### src/rtl/uart_pkg.sv
// Shared definitions for the UART transmit driver: FSM encoding,
// register offsets and status-word bit positions.
package uart_pkg;

  typedef enum logic [1:0] {
    ST_IDLE  = 2'd0,
    ST_START = 2'd1,
    ST_DATA  = 2'd2,
    ST_STOP  = 2'd3
  } tx_state_e;

  localparam logic [1:0] ADDR_TX_DATA = 2'd0;
  localparam logic [1:0] ADDR_STATUS  = 2'd2;

  localparam int STAT_BUSY_BIT  = 0;
  localparam int STAT_EMPTY_BIT = 1;
  localparam int STAT_FULL_BIT  = 2;
  localparam int STAT_OVF_BIT   = 3;

  // Assemble the 16-bit status word; unused upper bits read as zero.
  function automatic logic [15:0] pack_status(input logic ovf,
                                              input logic full,
                                              input logic empty,
                                              input logic busy);
    logic [15:0] s;
    s                 = 16'h0000;
    s[STAT_OVF_BIT]   = ovf;
    s[STAT_FULL_BIT]  = full;
    s[STAT_EMPTY_BIT] = empty;
    s[STAT_BUSY_BIT]  = busy;
    return s;
  endfunction

endpackage

### src/rtl/uart_tx_fifo.sv
// Transmit byte FIFO: circular read/write pointers plus an occupancy count.
// A push while full is accepted only when a pop happens on the same edge.
module uart_tx_fifo #(
  parameter int DEPTH = 4,
  parameter int WIDTH = 8,
  parameter int PW    = $clog2(DEPTH),
  parameter int CW    = $clog2(DEPTH) + 1
) (
  input  logic             clk_i,
  input  logic             rst_ni,
  input  logic             push_i,
  input  logic [WIDTH-1:0] data_i,
  input  logic             pop_i,
  output logic [WIDTH-1:0] data_o,
  output logic             full_o,
  output logic             empty_o,
  output logic [CW-1:0]    count_o
);

  logic [WIDTH-1:0] mem_q [DEPTH];
  logic [PW-1:0]    wr_ptr_q, wr_ptr_d;
  logic [PW-1:0]    rd_ptr_q, rd_ptr_d;
  logic [CW-1:0]    count_q, count_d;
  logic             push_ok_s;
  logic             pop_ok_s;

  assign full_o  = (count_q == CW'(DEPTH));
  assign empty_o = (count_q == {CW{1'b0}});
  assign count_o = count_q;
  assign data_o  = mem_q[rd_ptr_q];

  // Qualify push/pop and compute next pointer and count values.
  always_comb begin
    push_ok_s = push_i & (~full_o | pop_i);
    pop_ok_s  = pop_i & ~empty_o;
    wr_ptr_d  = wr_ptr_q;
    rd_ptr_d  = rd_ptr_q;
    count_d   = count_q;
    if (push_ok_s) begin
      wr_ptr_d = wr_ptr_q + PW'(1);
    end else begin
      wr_ptr_d = wr_ptr_q;
    end
    if (pop_ok_s) begin
      rd_ptr_d = rd_ptr_q + PW'(1);
    end else begin
      rd_ptr_d = rd_ptr_q;
    end
    case ({push_ok_s, pop_ok_s})
      2'b10:   count_d = count_q + CW'(1);
      2'b01:   count_d = count_q - CW'(1);
      default: count_d = count_q;
    endcase
  end

  // Pointer and count registers with synchronous active-low reset.
  always_ff @(posedge clk_i) begin
    if (!rst_ni) begin
      wr_ptr_q <= {PW{1'b0}};
      rd_ptr_q <= {PW{1'b0}};
      count_q  <= {CW{1'b0}};
    end else begin
      wr_ptr_q <= wr_ptr_d;
      rd_ptr_q <= rd_ptr_d;
      count_q  <= count_d;
    end
  end

  // Storage array; contents are don't-care while the count says empty.
  always_ff @(posedge clk_i) begin
    if (push_ok_s) begin
      mem_q[wr_ptr_q] <= data_i;
    end
  end

endmodule

### src/rtl/uart_tx_driver.sv
// Memory-mapped 8N1 UART transmitter: a write to the data offset queues a
// byte, the bit FSM serialises queued bytes back to back, and the status
// offset reports overflow/full/empty/busy.
module uart_tx_driver
  import uart_pkg::*;
#(
  parameter int CLKS_PER_BIT = 200,
  parameter int FIFO_DEPTH   = 4
) (
  input  logic        iCpuClock,
  input  logic        iCpuResetN,
  input  logic        iDoIOWrite,
  input  logic        iDoIORead,
  input  logic        iDoUartAccess,
  input  logic [1:0]  iUartAddress,
  input  logic [15:0] iUartDataToWrite,
  output logic [15:0] oUartReadData,
  output logic        oFpgaUartToPc,
  output logic        oUartBusy
);

  localparam int CW = $clog2(FIFO_DEPTH) + 1;
  localparam logic [15:0] BIT_LAST = 16'(CLKS_PER_BIT - 1);

  tx_state_e     state_q, state_d;
  logic [15:0]   cnt_q, cnt_d;
  logic [2:0]    idx_q, idx_d;
  logic [7:0]    shift_q, shift_d;
  logic          line_q, line_d;
  logic          ovf_q, ovf_d;

  logic          push_s;
  logic          pop_s;
  logic          rd_s;
  logic          ovf_evt_s;
  logic          bit_done_s;
  logic [2:0]    idx_inc_s;
  logic [7:0]    fifo_head_s;
  logic          fifo_full_s;
  logic          fifo_empty_s;
  logic [CW-1:0] fifo_count_s;
  logic          busy_s;
  logic [15:0]   rdata_s;
  logic          unused_wdata_s;

  assign unused_wdata_s = &{1'b0, iUartDataToWrite[15:8]};

  assign push_s     = iDoIOWrite & iDoUartAccess & (iUartAddress == ADDR_TX_DATA);
  assign rd_s       = iDoIORead & iDoUartAccess & (iUartAddress == ADDR_STATUS);
  assign bit_done_s = (cnt_q == BIT_LAST);
  assign idx_inc_s  = idx_q + 3'd1;
  assign ovf_evt_s  = push_s & fifo_full_s & ~pop_s;
  assign busy_s     = (state_q != ST_IDLE) | (fifo_count_s != {CW{1'b0}});

  uart_tx_fifo #(
    .DEPTH (FIFO_DEPTH),
    .WIDTH (8)
  ) u_fifo (
    .clk_i   (iCpuClock),
    .rst_ni  (iCpuResetN),
    .push_i  (push_s),
    .data_i  (iUartDataToWrite[7:0]),
    .pop_i   (pop_s),
    .data_o  (fifo_head_s),
    .full_o  (fifo_full_s),
    .empty_o (fifo_empty_s),
    .count_o (fifo_count_s)
  );

  // Bit FSM: next state, bit timing, FIFO pop and next line level.
  always_comb begin
    state_d = state_q;
    cnt_d   = cnt_q;
    idx_d   = idx_q;
    shift_d = shift_q;
    line_d  = line_q;
    pop_s   = 1'b0;
    case (state_q)
      ST_IDLE: begin
        if (!fifo_empty_s) begin
          pop_s   = 1'b1;
          shift_d = fifo_head_s;
          cnt_d   = 16'd0;
          state_d = ST_START;
          line_d  = 1'b0;
        end else begin
          line_d  = 1'b1;
        end
      end
      ST_START: begin
        if (bit_done_s) begin
          cnt_d   = 16'd0;
          idx_d   = 3'd0;
          line_d  = shift_q[0];
          state_d = ST_DATA;
        end else begin
          cnt_d   = cnt_q + 16'd1;
        end
      end
      ST_DATA: begin
        if (bit_done_s) begin
          cnt_d = 16'd0;
          if (idx_q == 3'd7) begin
            state_d = ST_STOP;
            line_d  = 1'b1;
          end else begin
            idx_d   = idx_inc_s;
            line_d  = shift_q[idx_inc_s];
          end
        end else begin
          cnt_d = cnt_q + 16'd1;
        end
      end
      ST_STOP: begin
        if (bit_done_s) begin
          cnt_d = 16'd0;
          // Chain straight into the next frame when more bytes are queued.
          if (!fifo_empty_s) begin
            pop_s   = 1'b1;
            shift_d = fifo_head_s;
            state_d = ST_START;
            line_d  = 1'b0;
          end else begin
            state_d = ST_IDLE;
            line_d  = 1'b1;
          end
        end else begin
          cnt_d = cnt_q + 16'd1;
        end
      end
      default: begin
        state_d = ST_IDLE;
        line_d  = 1'b1;
      end
    endcase
  end

  // Sticky overflow: a dropped push outranks the clear from a status read.
  always_comb begin
    if (ovf_evt_s) begin
      ovf_d = 1'b1;
    end else if (rd_s) begin
      ovf_d = 1'b0;
    end else begin
      ovf_d = ovf_q;
    end
  end

  // Status read mux; bus reads zero unless the status offset is selected.
  always_comb begin
    if (rd_s) begin
      rdata_s = pack_status(ovf_q, fifo_full_s, fifo_empty_s, busy_s);
    end else begin
      rdata_s = 16'h0000;
    end
  end

  // FSM, timing and line registers with synchronous active-low reset.
  always_ff @(posedge iCpuClock) begin
    if (!iCpuResetN) begin
      state_q <= ST_IDLE;
      cnt_q   <= 16'd0;
      idx_q   <= 3'd0;
      shift_q <= 8'h00;
      line_q  <= 1'b1;
      ovf_q   <= 1'b0;
    end else begin
      state_q <= state_d;
      cnt_q   <= cnt_d;
      idx_q   <= idx_d;
      shift_q <= shift_d;
      line_q  <= line_d;
      ovf_q   <= ovf_d;
    end
  end

  assign oFpgaUartToPc = line_q;
  assign oUartBusy     = busy_s;
  assign oUartReadData = rdata_s;

endmodule

### config.mk
export PLATFORM = sky130hd
export DESIGN_NAME = uart_tx_driver
export DESIGN_NICKNAME = d
export VERILOG_FILES = /design/src/rtl/uart_pkg.sv /design/src/rtl/uart_tx_fifo.sv /design/src/rtl/uart_tx_driver.sv
export SDC_FILE = /design/constraint.sdc
export NUM_CORES = 1
export LEC_CHECK = 0
export CAP_MARGIN = 20
export CORE_MARGIN = 10
export CORE_UTILIZATION = 30
export CTS_CLUSTER_DIAMETER = 100
export DETAILED_ROUTE_END_ITERATION = 6
export DONT_BUFFER_PORTS = 1
export PLACE_DENSITY_LB_ADDON = 0.15
export SLEW_MARGIN = 40
export SYNTH_ARGS = -nofsm -noshare
export SYNTH_HDL_FRONTEND = slang
export SYNTH_SLANG_ARGS = --single-unit
### constraint.sdc
create_clock -name iCpuClock -period 3.4 [get_ports iCpuClock]
set_input_delay 0.51 -clock iCpuClock [delete_from_list [all_inputs] [get_ports iCpuClock]]
set_output_delay 0.51 -clock iCpuClock [all_outputs]
set_load 0.1 [all_outputs]
==> impl_metrics.yaml <==
logic_synthesis:
  synth_top_area_cell: "edfxtp_1"
  ys_ff_latch: 72
  syn_area_um2: 3360
  syn_avg_cell_area_um2: 11.3
  yosys_warnings: 0
  synth_cell_types: 51
  ys_seq_area_share_pct: 52.4
  yosysTopAreaCellShare_pct: 28.6
  synth-edff-count: 32
  netlist_instances: 298
  synth.area.top_cells: "edfxtp_1 (29%), dfxtp_1 (24%), mux4_2 (6.7%), ha_1 (4.8%), xor2_1 (2.9%)"
  dominantRegCellSynth: "dfxtp_1"
  async_flop_share_pct: 0
sta:
  min_period_ns: 2.81
  fin_crit_sh_pct: 82.6
  whs_ns: 0.233
  layout_setup_ws_ns: 0.592
  setup_viol: 0
  clock_skew_ns: 0.00766
  max_freq_mhz: 356
  rsz0062_at_grt: "false"
  setup_tns_ns: 0
  drv_slew: 0
  worst_slew_pin_slew_ns: 0.559
  relSlewSlack_pct: 62.7
  final_hold_viol_count: 0
clock_network:
  cts-root-buf: "clkbuf_8"
  clock_path_buffers: 2
  cts_sinks: 72
  hold_buffers: 0
  cts_tree: "yes"
  post_cts.repair.setup_buffers: 0
  cts-htree-levels: 3
  cts_buffers: 9
  post_cts_resized: 0
  clk_latency_ns: 0.36
  path_clk_slew_ns: 0.09
floorplanning:
  std_cell_rows: 38
  die_w_um: 126
  start_util_pct: 30.9
  dieArea_um2: 15800
  fp.dieH_um: 126
  core_region_area_um2: 10900
  io_pins: 41
finish:
  antenna_cells: 0
  syn2layout_area_growth_pct: 10.8
  finalInstanceArea_um2: 3720
  drive_gt1_share_pct: 14.9
  final.fill_count: 1105
  finish.net_count: 341
  utilization_pct: 34.2
  mostFrequentLayoutCell: "dfxtp_1"
  stdcell_count: 449
  mostFrequentLayoutCells: "dfxtp_1 (39), edfxtp_1 (32), nor2_1 (22), nand2_1 (21), nand3_1 (18)"
global_route:
  overflow: 0
  grt_max_degree: 39
  grtUsageTotal_pct: 8.39
  grt_pass1_wl_mm: 10.6
  antenna_found_initial: 0
  grt_pass1_vias: 2183
setup_path:
  path_max_fanout: 8
  cp.required_ns: 3.69
  worstSetupEndpointType: "flop"
  ff2ff_path_depth: 12
  setup.worst_path.class: "flop to flop"
  worstSetupStartpointType: "flop"
  worstPathArrival_ns: 3.10
placement:
  dp_cells: 433
  place_hpwl_mm: 4.42
  io_buffers: 0
  post_dp_cell_area_um2: 3510
  place_ws_ns: 0.603
  routabilityCongestion: 0.719
drt:
  drt-vias-per-instance: 4.65
  wl_mm: 6.26
  wl_per_cell_um: 13.9
  ant_nets: 0
  drc: 0
  via_count: 2086
  drt_first_pass_iters: 4
  drt-initial-drc-count: 111
pwr:
  finalPower_mw: 2.47
  powerDensity_nw_per_um2: 664
  ir_drop_mv: 0.251
  p_leak_nw: 1.28
run_status:
  status: "complete, no violations"
worst_hold_path:
  hp-class: "primary input to flop"
  holdPathStages: 0
run:
  cap_violations: 0
[critical path: stages (launching register included)]
cell and delay [ns]:
dfxtp_1 0.41, inv_1 0.11, ha_1 0.40, nor2b_1 0.07, o21a_1 0.17, a41o_1 0.29
inv_1 0.08, ha_1 0.17, inv_1 0.06, fa_1 0.37, xor2_1 0.15, or3_1 0.29
a21boi_0 0.16
[synth_stat cells, types with 6 or more instances]
library cell and count:
buf_4 12, o21ai_0 17, edfxtp_1 32, inv_1 10, nand4_1 7, clkbuf_1 6
dfxtp_1 40, nand3_1 18, xnor2_1 6, nor2_1 25, xor2_1 11, nand2_1 21
ha_1 13, mux4_2 10, and2_1 10
[registers in the layout, indices dropped and copies added, names as in the netlist, named ones only]
signal	cells
u_fifo.count_o	3
state_q	2
u_fifo.mem_q	32
u_fifo.wr_ptr_q	2
oFpgaUartToPc	1
cnt_q	16
shift_q	8
idx_q	3
ovf_q	1
u_fifo.rd_ptr_q	2
[kinds of logic (layout without fill, tap and decap cells)]
group,Yosys count,in the layout,synth area share (%)
and+or+nand+nor,112,112,18.1
DFF,72,72,52.4
AOI/OAI and AO/OA,35,35,6.44
buffers and inverters,34,34,5.51
xor gates and xnor gates,17,17,4.43
adders and majority gates,14,14,5.44
muxes,13,13,7.60
other,1,12,0.112
[layout make-up]
type	count	area [µm²]	area share, %
Sequential cell	72	1760	47.3
Multi-Input combinational cell	203	1480	39.8
Tap cell	140	175	4.70
Clock buffer	9	124	3.33
Clock inverter	7	87.6	2.35
Timing Repair Buffer	7	52.6	1.41
Inverter	11	41.3	1.11
[final timing paths]
check                                from                              to  slack [ns]
setup / recovery  state_q[1]$_SDFFE_PN0P_  u_fifo.count_o[2]$_SDFFE_PN0P_        0.59
hold / removal        iUartDataToWrite[4]    u_fifo.mem_q[3][4]$_DFFE_PP_        0.23
setup reg to reg  state_q[1]$_SDFFE_PN0P_  u_fifo.count_o[2]$_SDFFE_PN0P_        0.59
hold reg to reg   shift_q[3]$_SDFFE_PN0P_         shift_q[3]$_SDFFE_PN0P_        0.47
[layer usage]
layer  up-vias  routed length, µm  global-route usage (%)  part of all wire, %
li1       1049                  -                       -                    -
met4         0                167                    5.02                  2.7
met2        31               3030                    13.6                   48
met5         -                  0                       0                    0
met1       996               2670                    8.81                   43
met3        10                398                    3.82                  6.4
[power by group]
group          switching [mW]  internal, mW  leakage (nW)  total [mW]
sequential             0.0939         0.974         0.612        1.07
clock                   0.380         0.357         0.108       0.737
combinational           0.449         0.220         0.561       0.669
Power figures use the tool's default switching activity.
